[config.mk]
export PLATFORM = sky130hd
export DESIGN_NAME = data_mem_lsu
export DESIGN_NICKNAME = d
export VERILOG_FILES = /design/src/rtl/data_mem_lsu.sv
export SDC_FILE = /design/constraint.sdc
export NUM_CORES = 1
export LEC_CHECK = 0
export BUFFER_PORTS_ARGS = -buffer_cell sky130_fd_sc_hd__clkbuf_2
export CELL_PAD_IN_SITES_DETAIL_PLACEMENT = 0
export CELL_PAD_IN_SITES_GLOBAL_PLACEMENT = 1
export CORE_MARGIN = 2
export CORE_UTILIZATION = 30
export DETAILED_ROUTE_END_ITERATION = 16
export PLACE_DENSITY = 0.83
export SLEW_MARGIN = 20
export SYNTH_ARGS = -nofsm -noshare
export SYNTH_HDL_FRONTEND = slang
export SYNTH_SLANG_ARGS = --single-unit
export TNS_END_PERCENT = 20
[constraint.sdc]
create_clock -name clk -period 1.4 [get_ports clk]
set_clock_uncertainty 0.1 [all_clocks]
set_input_delay 0.07 -clock clk [delete_from_list [all_inputs] [get_ports clk]]
set_output_delay 0.07 -clock clk [all_outputs]
set_load 0.01 [all_outputs]
[src/rtl/data_mem_lsu.sv]
// Load/store sequencer in front of a 64x8 combinational-read data memory.
// Optional address bounds checking is enabled by defining LSU_BOUNDS_CHECK_EN.
module data_mem_lsu #(
    parameter int ADDR_W = 6,
    parameter int DATA_W = 8,
    parameter int DEPTH  = 64,
    parameter int CNT_W  = 16
) (
    input  logic              clk,
    input  logic              rst_n,
    input  logic              req_valid,
    output logic              req_ready,
    input  logic              req_we,
    input  logic [ADDR_W-1:0] req_addr,
    input  logic [DATA_W-1:0] req_wdata,
    output logic              rsp_valid,
    input  logic              rsp_ready,
    output logic [DATA_W-1:0] rsp_rdata,
    output logic              rsp_err,
    output logic [ADDR_W-1:0] mem_addr,
    output logic [DATA_W-1:0] mem_wdata,
    output logic              mem_we,
    input  logic [DATA_W-1:0] mem_rdata,
    output logic [CNT_W-1:0]  txn_count
);

    typedef enum logic [1:0] {
        S_IDLE   = 2'd0,
        S_ACCESS = 2'd1,
        S_RESP   = 2'd2
    } state_t;

    localparam logic [CNT_W-1:0] CNT_ONE = {{(CNT_W-1){1'b0}}, 1'b1};

    if (DEPTH < 1 || DEPTH > (1 << ADDR_W)) begin : g_depth_check
        $error("data_mem_lsu: DEPTH must lie in 1 .. 2**ADDR_W");
    end

    state_t              r_state;
    logic                r_op_we;
    logic [ADDR_W-1:0]   r_mem_addr;
    logic [DATA_W-1:0]   r_mem_wdata;
    logic                r_mem_we;
    logic [DATA_W-1:0]   r_rsp_rdata;
    logic                r_rsp_err;
    logic [CNT_W-1:0]    r_txn_count;
    logic                w_addr_err;

`ifdef LSU_BOUNDS_CHECK_EN
    localparam logic [ADDR_W:0] DEPTH_L = DEPTH[ADDR_W:0];

    function automatic logic addr_out_of_range(input logic [ADDR_W-1:0] a);
        return ({1'b0, a} >= DEPTH_L);
    endfunction

    assign w_addr_err = addr_out_of_range(req_addr);
`else
    assign w_addr_err = 1'b0;
`endif

    // mem_we is its own flop so the store strobe is a clean single-cycle pulse
    always_ff @(posedge clk) begin
        if (!rst_n) begin
            r_state     <= S_IDLE;
            r_op_we     <= 1'b0;
            r_mem_addr  <= '0;
            r_mem_wdata <= '0;
            r_mem_we    <= 1'b0;
            r_rsp_rdata <= '0;
            r_rsp_err   <= 1'b0;
            r_txn_count <= '0;
        end else begin
            r_mem_we <= 1'b0;
            case (r_state)
                S_IDLE: begin
                    if (req_valid) begin
                        r_op_we <= req_we;
                        if (w_addr_err) begin
                            r_rsp_err   <= 1'b1;
                            r_rsp_rdata <= '0;
                            r_state     <= S_RESP;
                        end else begin
                            r_mem_addr  <= req_addr;
                            r_mem_wdata <= req_wdata;
                            r_mem_we    <= req_we;
                            r_rsp_err   <= 1'b0;
                            r_state     <= S_ACCESS;
                        end
                    end
                end
                S_ACCESS: begin
                    r_rsp_rdata <= r_op_we ? '0 : mem_rdata;
                    r_state     <= S_RESP;
                end
                S_RESP: begin
                    if (rsp_ready) begin
                        r_txn_count <= r_txn_count + CNT_ONE;
                        r_state     <= S_IDLE;
                    end
                end
                default: r_state <= S_IDLE;
            endcase
        end
    end

    assign req_ready = (r_state == S_IDLE);
    assign rsp_valid = (r_state == S_RESP);
    assign rsp_rdata = r_rsp_rdata;
    assign rsp_err   = r_rsp_err;
    assign mem_addr  = r_mem_addr;
    assign mem_wdata = r_mem_wdata;
    assign mem_we    = r_mem_we;
    assign txn_count = r_txn_count;

endmodule

Word-level counts from Yosys, hierarchy flattened. Cells that the tools add are included.

Add/subtract/negate cells: 1. Equal/unequal tests: 4. Muxes and demuxes: 4. Reductions and logical operators: 5.

Operator list (number): adder 16 x 1 -> 16 bit (second input constant) (1); 2-to-1 mux 8 bit (1); one-hot mux 2 bit (3 select lines) (1); AND reduction 2 bit (3); 2-to-1 mux 2 bit (2); AND reduction 3 bit (1); == test 2 x 1 -> 1 bit (second input constant) (1); == test 2 bit (second input constant) (1); zero test 2 bit (1); inequality test 2 x 1 -> 1 bit (second input constant) (1); inequality test 2 bit (second input constant) (1).

Bits in registers: 42. Output and inout port bits: 42. Word-level logic and storage cells: 21.

Logic depth before layout (Yosys ltp).
Word-level depth: 3. Mapped depth: 6.

Worst setup path before layout. No wires, ideal clock.

Path kind: register -> register. From: reg r_txn_count[0] (netlist: txn_count[0]). To: reg r_txn_count[14] (netlist: txn_count[14]). Setup time: 128 ps. Arrival time: 1348 ps. Data required time: 1172 ps. Path slack: -176 ps. Stages on the path, launching flop included: 6. Buffers on the path: 0. Period minus slack after synthesis: 1576 ps. Cells stage by stage: dfxtp_1 -> ha_1 -> nand4b_2 -> nor4_1 -> xnor2_1 -> nor2_1.

Word-level cells in the longest chain between the ends: 1.

Ends and longest elaborated chain: start: declaration (RTL line 46) `logic [CNT_W-1:0] r_txn_count;`; start signal: assignment (RTL line 97) `r_txn_count <= r_txn_count + CNT_ONE;`; adder 16 x 1 -> 16 bit (RTL line 97).

Every way passes these cells. A chain may end at the register's enable or synchronous reset.

Worst setup path in the final report.
From: reg r_txn_count[5] (netlist: txn_count[5]). To: reg r_txn_count[14] (netlist: txn_count[14]).

The elaborated chain is that of the path after synthesis.

==> summary.txt <==
Timing
  • Final period util: 1.02
  • PnR worst setup slack: -0.0217 ns
  • Setup Viol. Count Final: 1
  • Fmax: 0.703 GHz
  • Final Max Tran Viols: 0
  • Crit path time final: 1.42 ns
  • RSZ-0062 raised after global routing: true
  • Hold Fails Final Rpt: 0

Power and ir drop
  • Overall power: 2.46 mW
  • Maximum vdd ir drop: 0.432 mV
  • Pwr Density: 901 nW/um^2
  • Leakage: 1.26 nW

Logic synthesis
  • Synth top area cells: dfxtp_1, nand2_1, a21oi_1
  • Ys async rst share: 0
  • Commonest cells in the netlist: nand2_1, dfxtp_1, a21oi_1
  • Synthesized cell area: 1690 sq um
  • Seq/Total Area, Yosys: 0.498
  • FF+latch count, synth: 42
  • Synth Warn #: 0
  • Post-synth top area share: 0.498
  • Net Count, Synth: 225
  • Leading area contributor after synthesis: dfxtp_1
  • Count leader, synth: nand2_1
  • Netlist cell types: 29
  • EDFF count, synth: 0
  • Post-Syn Instances: 197
  • Mapped Avg Cell Area: 8.57 sq um
  • Synth Flop Type: dfxtp_1

Die
  • Die height: 79.0 um
  • Die area: 6250 sq um
  • Die width: 79.0 um
  • Initial Util: 0.309
  • Core area: 5470 sq um
  • Number of I/O pins: 69
  • Std-Cell Rows: 27

Final layout
  • N_diodes: 0
  • Post-Layout Cell Count: 381
  • Multi-input logic area: 888 sq um
  • Layout cells sized above 1: 0.395
  • Final Util: 0.498
  • Reg area: 857 sq um
  • Layout area overhead: 61.3%
  • NumNets Final: 336
  • Filler Cells Inserted: 548
  • Final Instance Area: 2730 sq um

Clock tree
  • Bufs on Longest Clock Path: 2
  • CTS root buffer: clkbuf_8
  • Total CTS buffers: 5
  • CTS tree: built
  • # clock sinks: 42
  • Worst-Skew Late Latency: 0.29 ns
  • CTS clk-pin slew, worst paths: 0.08 ns
  • CTS H-Tree Depth: 2

Critical path
  • Startpoint types: flop
  • Crit Path Class: reg2reg
  • Crit Path Max Fanout: 6
  • Arrival time worst endpoint: 1.50 ns
  • CP Capture Type: flop
  • Data required, critical path: 1.48 ns

Route
  • Vias: 1710
  • Drt wl/cell: 11.6 um
  • Violation count after the first detailed-route iteration: 73
  • Pre-Repair DR Iteration Count: 4
  • DRC viols: 0
  • Final ANT Viol Nets: 0
  • Routed vias/inst: 4.49
  • Final wirelength: 4400 um

Global routing
  • First-pass GRT wire length: 7110 um
  • Remaining global-route overflow: 0
  • Number of global-route vias before repair: 1604
  • Largest net degree at the start of global routing: 27
  • GRT Total Usage: 0.143
  • Initial antenna violation count: 0

Placement
  • Input/output buffers: 67
  • Placed cell area: 2280 sq um
  • Dpl ws: -0.0849 ns
  • Post-DP HPWL: 2960 um
  • GPL Wtd Cong: 0.737
  • Cell total after placement: 344

Flow run
  • Max-cap check violation count: 0

Run status
  • Violated checks: setup timing
  • Outcome: finished, violations left

Hold path
  • Hold Crit Class: in2reg
cell type report:
cell class	count	share of cell area
clock buffer	8	0.0372
inverter	3	0.00413
multi-input combinational	142	0.326
sequential	42	0.315
tap	72	0.0331
timing repair buffer	114	0.285
worst paths after layout:
| path | start | to | slack (ns) | cells after the start |
|---|---|---|---|---|
| worst max-delay path | txn_count[5] | txn_count[14] | -0.02 | 5 |
| worst min-delay path | rst_n | txn_count[15] | 0.01 | 3 |
| worst max register to register | txn_count[5] | txn_count[14] | -0.02 | 5 |
| worst min register to register | rsp_rdata[2] | rsp_rdata[2] | 0.35 | 2 |
where the power goes:
| part | total (mW) | internal [mW] | leakage (nW) | switching, mW |
|---|---|---|---|---|
| combinational | 0.325 | 0.171 | 0.865 | 0.154 |
| clock | 0.866 | 0.462 | 0.0506 | 0.404 |
| sequential | 1.26 | 1.24 | 0.347 | 0.0281 |
| total | 2.46 | 1.87 | 1.26 | 0.587 |
flip-flops by register name, summed over array words and instances, names as in the netlist:
name	count
mem_addr	6
mem_wdata	8
mem_we	1
r_op_we	1
r_state	2
rsp_rdata	8
txn_count	16
worst max-delay path, cell delays in order (launching register included):
cell	delay [ns]
dfxtp_2	0.36
nand4_4	0.18
buf_4	0.21
nor4_4	0.26
xnor2_1	0.15
nor2_1	0.05
through the flow:
stage | setup TNS (ns) | hold slack (ns)
after floorplan | -0.432 | 0.106
after global placement | -0.133 | 0.193
after detailed placement | -0.411 | 0.199
after CTS | -0.0916 | 0.00758
after global routing | -0.529 | 0.0206
final | -0.0217 | 0.0100
logic make-up (layout without fill, tap and decap cells):
family,count (synthesis),count (layout),synth area share
AOI/OAI and AO/OA,28,28,0.0830
xor gates and xnor gates,10,10,0.0519
adders and majority gates,1,1,0.00741
buffers and inverters,13,125,0.0333
DFF,42,42,0.498
muxes,4,4,0.0237
other,1,1,0.00222
and+or+nand+nor,98,98,0.301
metal layers:
metal	part of all wire	global-route usage
met5	0	0
met4	0.020	0.0569
met2	0.50	0.247
met3	0.046	0.0375
met1	0.43	0.168
cells in the final DEF (no fill, tap or decap), types with 3 or more instances in the layout:
cell / count
clkbuf_2: 67
nand2_1: 47
dfxtp_1: 33
a21oi_1: 25
dlygate4sd3_1: 24
buf_4: 20
nor2_1: 12
xnor2_1: 9
nand3b_1: 8
dfxtp_2: 7
clkbuf_8: 5
nand2b_1: 4
nand3_1: 4
mux2i_1: 4
inv_1: 3
nor4_4: 3
nor3_1: 3
repair_timing:
action | 4_1_cts | 5_1_grt
hold endpoints to repair | 25 | 0
gates resized for setup | 7 | 12
setup buffers | 1 | 4
hold buffers | 24 | 0
pin swaps | 1 | 8
setup endpoints to repair | 10 | 28
Power figures use the tool's default switching activity.
